**src/rtl/vector_pkg.sv**
```systemverilog
// vector_pkg: opcode and FSM state enums plus default widths shared by the vector execute stage.
package vector_pkg;
    localparam int VEC_ELEM_W   = 8;
    localparam int VEC_NUM_ELEM = 24;
    localparam int SCALAR_W     = 21;
    typedef enum logic [2:0] {
        OP_ADD, OP_SUB, OP_AND, OP_OR, OP_XOR, OP_ADDS, OP_MUL, OP_REDSUM
    } vsa_op_e;
    typedef enum logic [1:0] {IDLE, RUN, DONE} vsa_state_e;
endpackage

```
**src/rtl/vsa_lane_alu.sv**
```systemverilog
// vsa_lane_alu: combinational single-element ALU.
// Arithmetic clamps when VSA_SATURATE_EN is defined, otherwise wraps modulo 2^ELEM_W.
module vsa_lane_alu import vector_pkg::*; #(
    parameter int ELEM_W = VEC_ELEM_W
) (
    input  vsa_op_e           op,
    input  logic [ELEM_W-1:0] a,
    input  logic [ELEM_W-1:0] b,
    input  logic [ELEM_W-1:0] scalar,
    output logic [ELEM_W-1:0] y
);
    logic [ELEM_W-1:0] addend, add_r, sub_r, mul_r;
    assign addend = (op == OP_ADDS) ? scalar : b;
`ifdef VSA_SATURATE_EN
    logic [ELEM_W:0]     sum;
    logic [2*ELEM_W-1:0] prod;
    assign sum   = {1'b0, a} + {1'b0, addend};
    assign prod  = {{ELEM_W{1'b0}}, a} * {{ELEM_W{1'b0}}, b};
    assign add_r = sum[ELEM_W] ? '1 : sum[ELEM_W-1:0];
    assign sub_r = (a < b) ? '0 : a - b;
    assign mul_r = |prod[2*ELEM_W-1:ELEM_W] ? '1 : prod[ELEM_W-1:0];
`else
    assign add_r = a + addend;
    assign sub_r = a - b;
    assign mul_r = a * b;
`endif
    // REDSUM produces no vector result
    always_comb begin
        case (op)
            OP_ADD, OP_ADDS: y = add_r;
            OP_SUB:          y = sub_r;
            OP_AND:          y = a & b;
            OP_OR:           y = a | b;
            OP_XOR:          y = a ^ b;
            OP_MUL:          y = mul_r;
            default:         y = '0;
        endcase
    end
endmodule

```
**src/rtl/vector_stream_alu.sv**
```systemverilog
// vector_stream_alu: multi-beat vector ALU, LANES elements per cycle, result held under valid/ready.
// Define VSA_SATURATE_EN for clamping arithmetic and reduction instead of wrap-around.
module vector_stream_alu import vector_pkg::*; #(
    parameter int ELEM_W   = VEC_ELEM_W,
    parameter int NUM_ELEM = VEC_NUM_ELEM,
    parameter int LANES    = 4,
    parameter int SCALAR_W = vector_pkg::SCALAR_W
) (
    input  logic                       clk,
    input  logic                       rst_n,
    input  logic                       in_valid,
    output logic                       in_ready,
    input  logic [2:0]                 in_op,
    input  logic [NUM_ELEM*ELEM_W-1:0] in_va,
    input  logic [NUM_ELEM*ELEM_W-1:0] in_vb,
    input  logic [SCALAR_W-1:0]        in_scalar,
    input  logic [3:0]                 in_dest,
    output logic                       out_valid,
    input  logic                       out_ready,
    output logic [NUM_ELEM*ELEM_W-1:0] out_vec,
    output logic [SCALAR_W-1:0]        out_redsum,
    output logic [3:0]                 out_dest,
    output logic                       busy
);
    localparam int BEATS = NUM_ELEM / LANES;
    localparam int CW    = (BEATS > 1) ? $clog2(BEATS) : 1;
    localparam int LW    = LANES * ELEM_W;
    localparam int VW    = NUM_ELEM * ELEM_W;
    localparam int TW    = ELEM_W + $clog2(LANES + 1);

    vsa_state_e          state, state_nx;
    vsa_op_e             op_r;
    logic [VW-1:0]       va_r, vb_r;
    logic [ELEM_W-1:0]   scalar_r;
    logic [CW-1:0]       beat;
    logic [SCALAR_W-1:0] acc, acc_nx;
    logic [LW-1:0]       cur_a, cur_b, lane_y;
    logic [TW-1:0]       tree;
    logic                accept, last_beat;

    assign in_ready   = (state == IDLE) || (state == DONE && out_ready);
    assign accept     = in_valid && in_ready;
    assign last_beat  = beat == CW'(BEATS - 1);
    assign out_valid  = state == DONE;
    assign busy       = state != IDLE;
    assign out_redsum = acc;
    assign cur_a      = va_r[int'(beat) * LW +: LW];
    assign cur_b      = vb_r[int'(beat) * LW +: LW];

    for (genvar i = 0; i < LANES; i++) begin : g_lane
        vsa_lane_alu #(.ELEM_W(ELEM_W)) u_alu (
            .op     (op_r),
            .a      (cur_a[i*ELEM_W +: ELEM_W]),
            .b      (cur_b[i*ELEM_W +: ELEM_W]),
            .scalar (scalar_r),
            .y      (lane_y[i*ELEM_W +: ELEM_W])
        );
    end

    always_comb begin
        tree = '0;
        for (int j = 0; j < LANES; j++) tree = tree + TW'(cur_a[j*ELEM_W +: ELEM_W]);
    end

`ifdef VSA_SATURATE_EN
    localparam int SW = ((SCALAR_W > TW) ? SCALAR_W : TW) + 1;
    logic [SW-1:0] acc_sum;
    assign acc_sum = SW'(acc) + SW'(tree);
    assign acc_nx  = (acc_sum > SW'({SCALAR_W{1'b1}})) ? '1 : acc_sum[SCALAR_W-1:0];
`else
    assign acc_nx = acc + SCALAR_W'(tree);
`endif

    always_ff @(posedge clk or negedge rst_n) begin
        if (!rst_n) state <= IDLE;
        else        state <= state_nx;
    end

    // DONE with out_ready and a pending input skips IDLE entirely
    always_comb begin
        state_nx = state;
        case (state)
            IDLE:    if (accept) state_nx = RUN;
            RUN:     if (last_beat) state_nx = DONE;
            DONE:    if (out_ready) state_nx = in_valid ? RUN : IDLE;
            default: state_nx = IDLE;
        endcase
    end

    always_ff @(posedge clk or negedge rst_n) begin
        if (!rst_n) begin
            op_r     <= OP_ADD;
            va_r     <= '0;
            vb_r     <= '0;
            scalar_r <= '0;
            out_dest <= '0;
            beat     <= '0;
            acc      <= '0;
            out_vec  <= '0;
        end else if (accept) begin
            op_r     <= vsa_op_e'(in_op);
            va_r     <= in_va;
            vb_r     <= in_vb;
            scalar_r <= ELEM_W'(in_scalar);
            out_dest <= in_dest;
            beat     <= '0;
            acc      <= '0;
        end else if (state == RUN) begin
            out_vec[int'(beat) * LW +: LW] <= lane_y;
            if (op_r == OP_REDSUM) acc <= acc_nx;
            beat <= last_beat ? '0 : beat + CW'(1);
        end
    end
endmodule

```
**config.mk**
```make
export PLATFORM = sky130hd
export DESIGN_NAME = vector_stream_alu
export DESIGN_NICKNAME = d
export VERILOG_FILES = /design/src/rtl/vector_pkg.sv /design/src/rtl/vsa_lane_alu.sv /design/src/rtl/vector_stream_alu.sv
export SDC_FILE = /design/constraint.sdc
export NUM_CORES = 2
export LEC_CHECK = 0
export ABC_AREA = 1
export BUFFER_PORTS_ARGS = -buffer_cell sky130_fd_sc_hd__buf_2
export CORE_AREA = 2 2 305 307
export DETAILED_ROUTE_END_ITERATION = 10
export DIE_AREA = 0 0 307 309
export PLACE_DENSITY = 0.57
export RECOVER_POWER = 50
export SLEW_MARGIN = 5
export SYNTH_ARGS = -nofsm -noshare
export SYNTH_HDL_FRONTEND = slang
export SYNTH_SLANG_ARGS = --single-unit
export TNS_END_PERCENT = 100
```
**constraint.sdc**
```tcl
create_clock -name clk -period 5.8 [get_ports clk]
set_input_delay 0.29 -clock clk [delete_from_list [all_inputs] [get_ports clk]]
set_output_delay 0.29 -clock clk [all_outputs]
set_load 0.01 [all_outputs]
```
==> metrics.md <==
| Metric | Value |
|---|---|
| Status | `finished with violations` |
| Failing checks | `capacitance limit, slew limit` |
| Vias/cell | `5.049` |
| Max Clock Skew | `0.05297 ns` |
| Fin nets | `6338` |
| Cts bufs inserted | `73` |
| DRT Pass-1 Iters | `5` |
| EDFF count, synth | `0` |
| Routed wire length | `138900 um` |
| Vias in the first global route | `34520` |
| Hold path depth | `3` |
| Port bufs | `622` |
| Final Cell Area | `47670 sq um` |
| Chip height | `309 um` |
| Worst min-delay path class | `input port to flip-flop` |
| Largest cells by area after synthesis | `dfrtp_1 43%, nand2_1 18%, ha_1 6.2%` |
| Placement Setup Slack | `0.01547 ns` |
| Post-route ant nets | `0` |
| Syn Area/Cell | `7.804 sq um` |
| Final worst slack | `0.2503 ns` |
| Largest net degree at the start of global routing | `179` |
| Clk_lat worst skew | `0.66 ns` |
| Vias | `34900` |
| Ratio of cells with drive above 1 in the final layout | `0.1499` |
| Unrepaired setup endpoints after global routing | `true` |
| R2R setup slack | `0.25 ns` |
| Crit path max fanout | `28` |
| Synth Flop Type | `dfrtp_1` |
| Yosys warns | `0` |
| Reg-to-reg startpoint | `beat[0]$_DFFE_PN0P_` |
| Worst slew margin | `-2.231` |
| Post-synth top area share | `0.4256` |
| Seq/Total Area, Yosys | `0.4256` |
| Iteration-0 DRC Markers | `3103` |
| Residual DRC | `0` |
| Ports | `636` |
| Critical Path RT | `6.32 ns` |
| Highest clock rate | `180.2 MHz` |
| Initial antenna violation count | `3` |
| Mapped Cells | `4648` |
| CTS sink count | `617` |
| CP Data Arrival Time | `6.07 ns` |
| Syn_nets | `5318` |
| Fillers | `8747` |
| CTS root buf | `clkbuf_16` |
| Tcrit/Tclk final | `0.9568` |
| Mapped Area | `36270 sq um` |
| Hold Startpoint | `in_va[162]` |
| Most common cell after layout, fill and taps aside | `nand2_1` |
| GR Util All Layers | `0.2866` |
| Pins Over Slew Limit | `76` |
| Post-synth top area cell | `dfrtp_1` |
| Setup violators final | `0` |
| Pin slew with the least headroom to its limit | `4.846 ns` |
| Area post-placement | `41020 sq um` |
| Cells on worst reg2reg path | `26` |
| Worst setup EP type | `flip-flop` |
| Die span in x | `307 um` |
| Final Util | `0.5217` |
| CTS tree | `yes` |
| Die area | `94860 sq um` |
| Crit path time final | `5.550 ns` |
| Worst setup path class | `flip-flop to flip-flop` |
| Max-Cap Viols | `1` |
| Post-DP HPWL | `98800 um` |
| Clock Pin Slew Worst Setup and Hold Paths | `0.06 ns` |
| WHS Endpoint | `va_r[162]$_DFFE_PN0P_` |
| Routed length per instance | `20.10 um` |
| CTS max path bufs | `3` |
| Core area | `91390 sq um` |
| Fin. Hold Viols | `0` |
| Std-Cell Rows | `111` |
| Max H-tree Level | `3` |
| GPL Wtd Cong | `0.9282` |
| Area delta synth->final | `31.43%` |
| Startpoint Class | `flip-flop` |
| Yosys cell types | `61` |
| Most frequent cells in the layout | `1718 x nand2_1, 614 x dfrtp_1, 498 x inv_1` |
| #FFs+latches synth | `617` |
| First-pass GRT wire length | `207300 um` |
| Post-synth ARST share | `1.000` |
| Worst flop-to-flop path endpoint | `out_vec[166]$_DFFE_PN0P_` |
| GRT overflow | `0` |
| Initial Utilization | `0.3969` |
==> cells by family (layout without fill, tap and decap cells) <==
logic type	after synthesis	count (layout)	share of synthesized area
buf+inv	728	1804	0.08416
mux	11	11	0.003035
simple gates	2315	2315	0.2599
flops	617	617	0.4256
compound gates	664	664	0.1097
xor+xnor	59	59	0.01445
fa+ha+maj	254	254	0.1031
other cells	0	2	0
==> metrics by stage <==
stage | setup TNS (ns) | cells | hold WS, ns
3_3_place_gp | 0 | 6366 | 0.3578
3_5_place_dp | 0 | 6366 | 0.3573
6_report | 0 | 6912 | 0.04943
4_1_cts | 0 | 6896 | 0.006379
2_1_floorplan | 0 | 4648 | -0.005591
5_1_grt | -0.1718 | 6912 | 0.02037
==> what timing repair did <==
item                                    in CTS  in global routing
resized for setup                            1                 28
hold endpoints to repair                   472                  0
cloned                                       0                  6
hold buffers                               399                  0
setup buffers                                0                  8
pin swaps                                    0                  5
endpoints found under the setup margin       1                 24
==> critical path, cell delays in order (launching register included) <==
cell      delay [ns]
dfrtp_4         0.58
inv_8           0.22
buf_4           0.23
nand2_1         0.07
nand3_1         0.07
nand2_1         0.05
nand2_1         0.05
nand2_1         0.13
buf_4           0.22
inv_1           0.17
nor2_1          0.10
fa_1            0.44
fa_1            0.52
ha_1            0.31
inv_1           0.06
fa_1            0.53
inv_1           0.04
ha_1            0.34
nand2_1         0.09
nor2_1          0.04
a211oi_1        0.25
xor2_1          0.30
o221ai_2        0.25
nand2_1         0.14
nand2_1         0.05
o21ai_0         0.10
inv_1           0.06
==> per-layer routing <==
layer	GRT usage	up-vias	part of all wire
met5	0	-	0
met4	0.1320	0	0.049
met3	0.04474	308	0.062
met2	0.4663	1263	0.46
met1	0.3765	16660	0.43
li1	-	16670	-
==> sequential cells by signal, summed over array words and instances, names as in the netlist <==
signal and count:
out_vec 192, va_r 192, vb_r 192, out_redsum 21, scalar_r 8, out_dest 4
beat 3, op_r 3, state 2
==> Yosys cell counts (7+ instances only) <==
cell and instances:
nand2_1 1725, dfrtp_1 617, inv_1 500, o21ai_0 375
nor2_1 270, ha_1 179, nand3_1 142, clkbuf_1 132
fa_1 75, a21oi_1 57, or2_2 52, o211ai_1 50
o21ai_1 37, buf_6 33, nor3_1 33, xnor2_1 30
buf_2 29, xor2_1 28, o21a_1 26, nand3_2 20
a21oi_2 19, buf_1 17, o211ai_2 17, a221oi_1 15
nand2_2 15, o22ai_1 14, mux2i_1 11, nand3b_1 9
nand4_1 9, buf_4 8, nor2_2 8, a31oi_1 7
o21ai_2 7, or2_1 7
==> cell type report <==
cell class | instances | area [sq um] | share of cell area
Antenna cell | 2 | 5.005 | 0.0001050
Tap cell | 1186 | 1484 | 0.03113
Sequential cell | 617 | 15450 | 0.3240
Clock buffer | 103 | 2130 | 0.04467
Multi-Input combinational cell | 3303 | 17950 | 0.3765
Clock inverter | 28 | 459.2 | 0.009632
Timing Repair Buffer | 1165 | 8274 | 0.1736
Inverter | 508 | 1927 | 0.04042
==> how the worst max path moves through the flow <==
stage	start	end	slack (ns)	depth (start not counted)
6_report	beat[0]$_DFFE_PN0P_	out_vec[166]$_DFFE_PN0P_	0.25	26
5_1_grt	beat[0]$_DFFE_PN0P_	out_vec[23]$_DFFE_PN0P_	-0.07	31
4_1_cts	beat[2]$_DFFE_PN0P_	out_vec[23]$_DFFE_PN0P_	0.14	29
3_3_place_gp	beat[0]$_DFFE_PN0P_	out_vec[166]$_DFFE_PN0P_	0.15	25
2_1_floorplan	beat[0]$_DFFE_PN0P_	out_vec[55]$_DFFE_PN0P_	0.70	32
3_5_place_dp	beat[0]$_DFFE_PN0P_	out_vec[166]$_DFFE_PN0P_	0.02	26
Power is left out: the tool's default activity adds up to more than one toggle a clock period on the data nets, which glitch-free logic cannot reach.
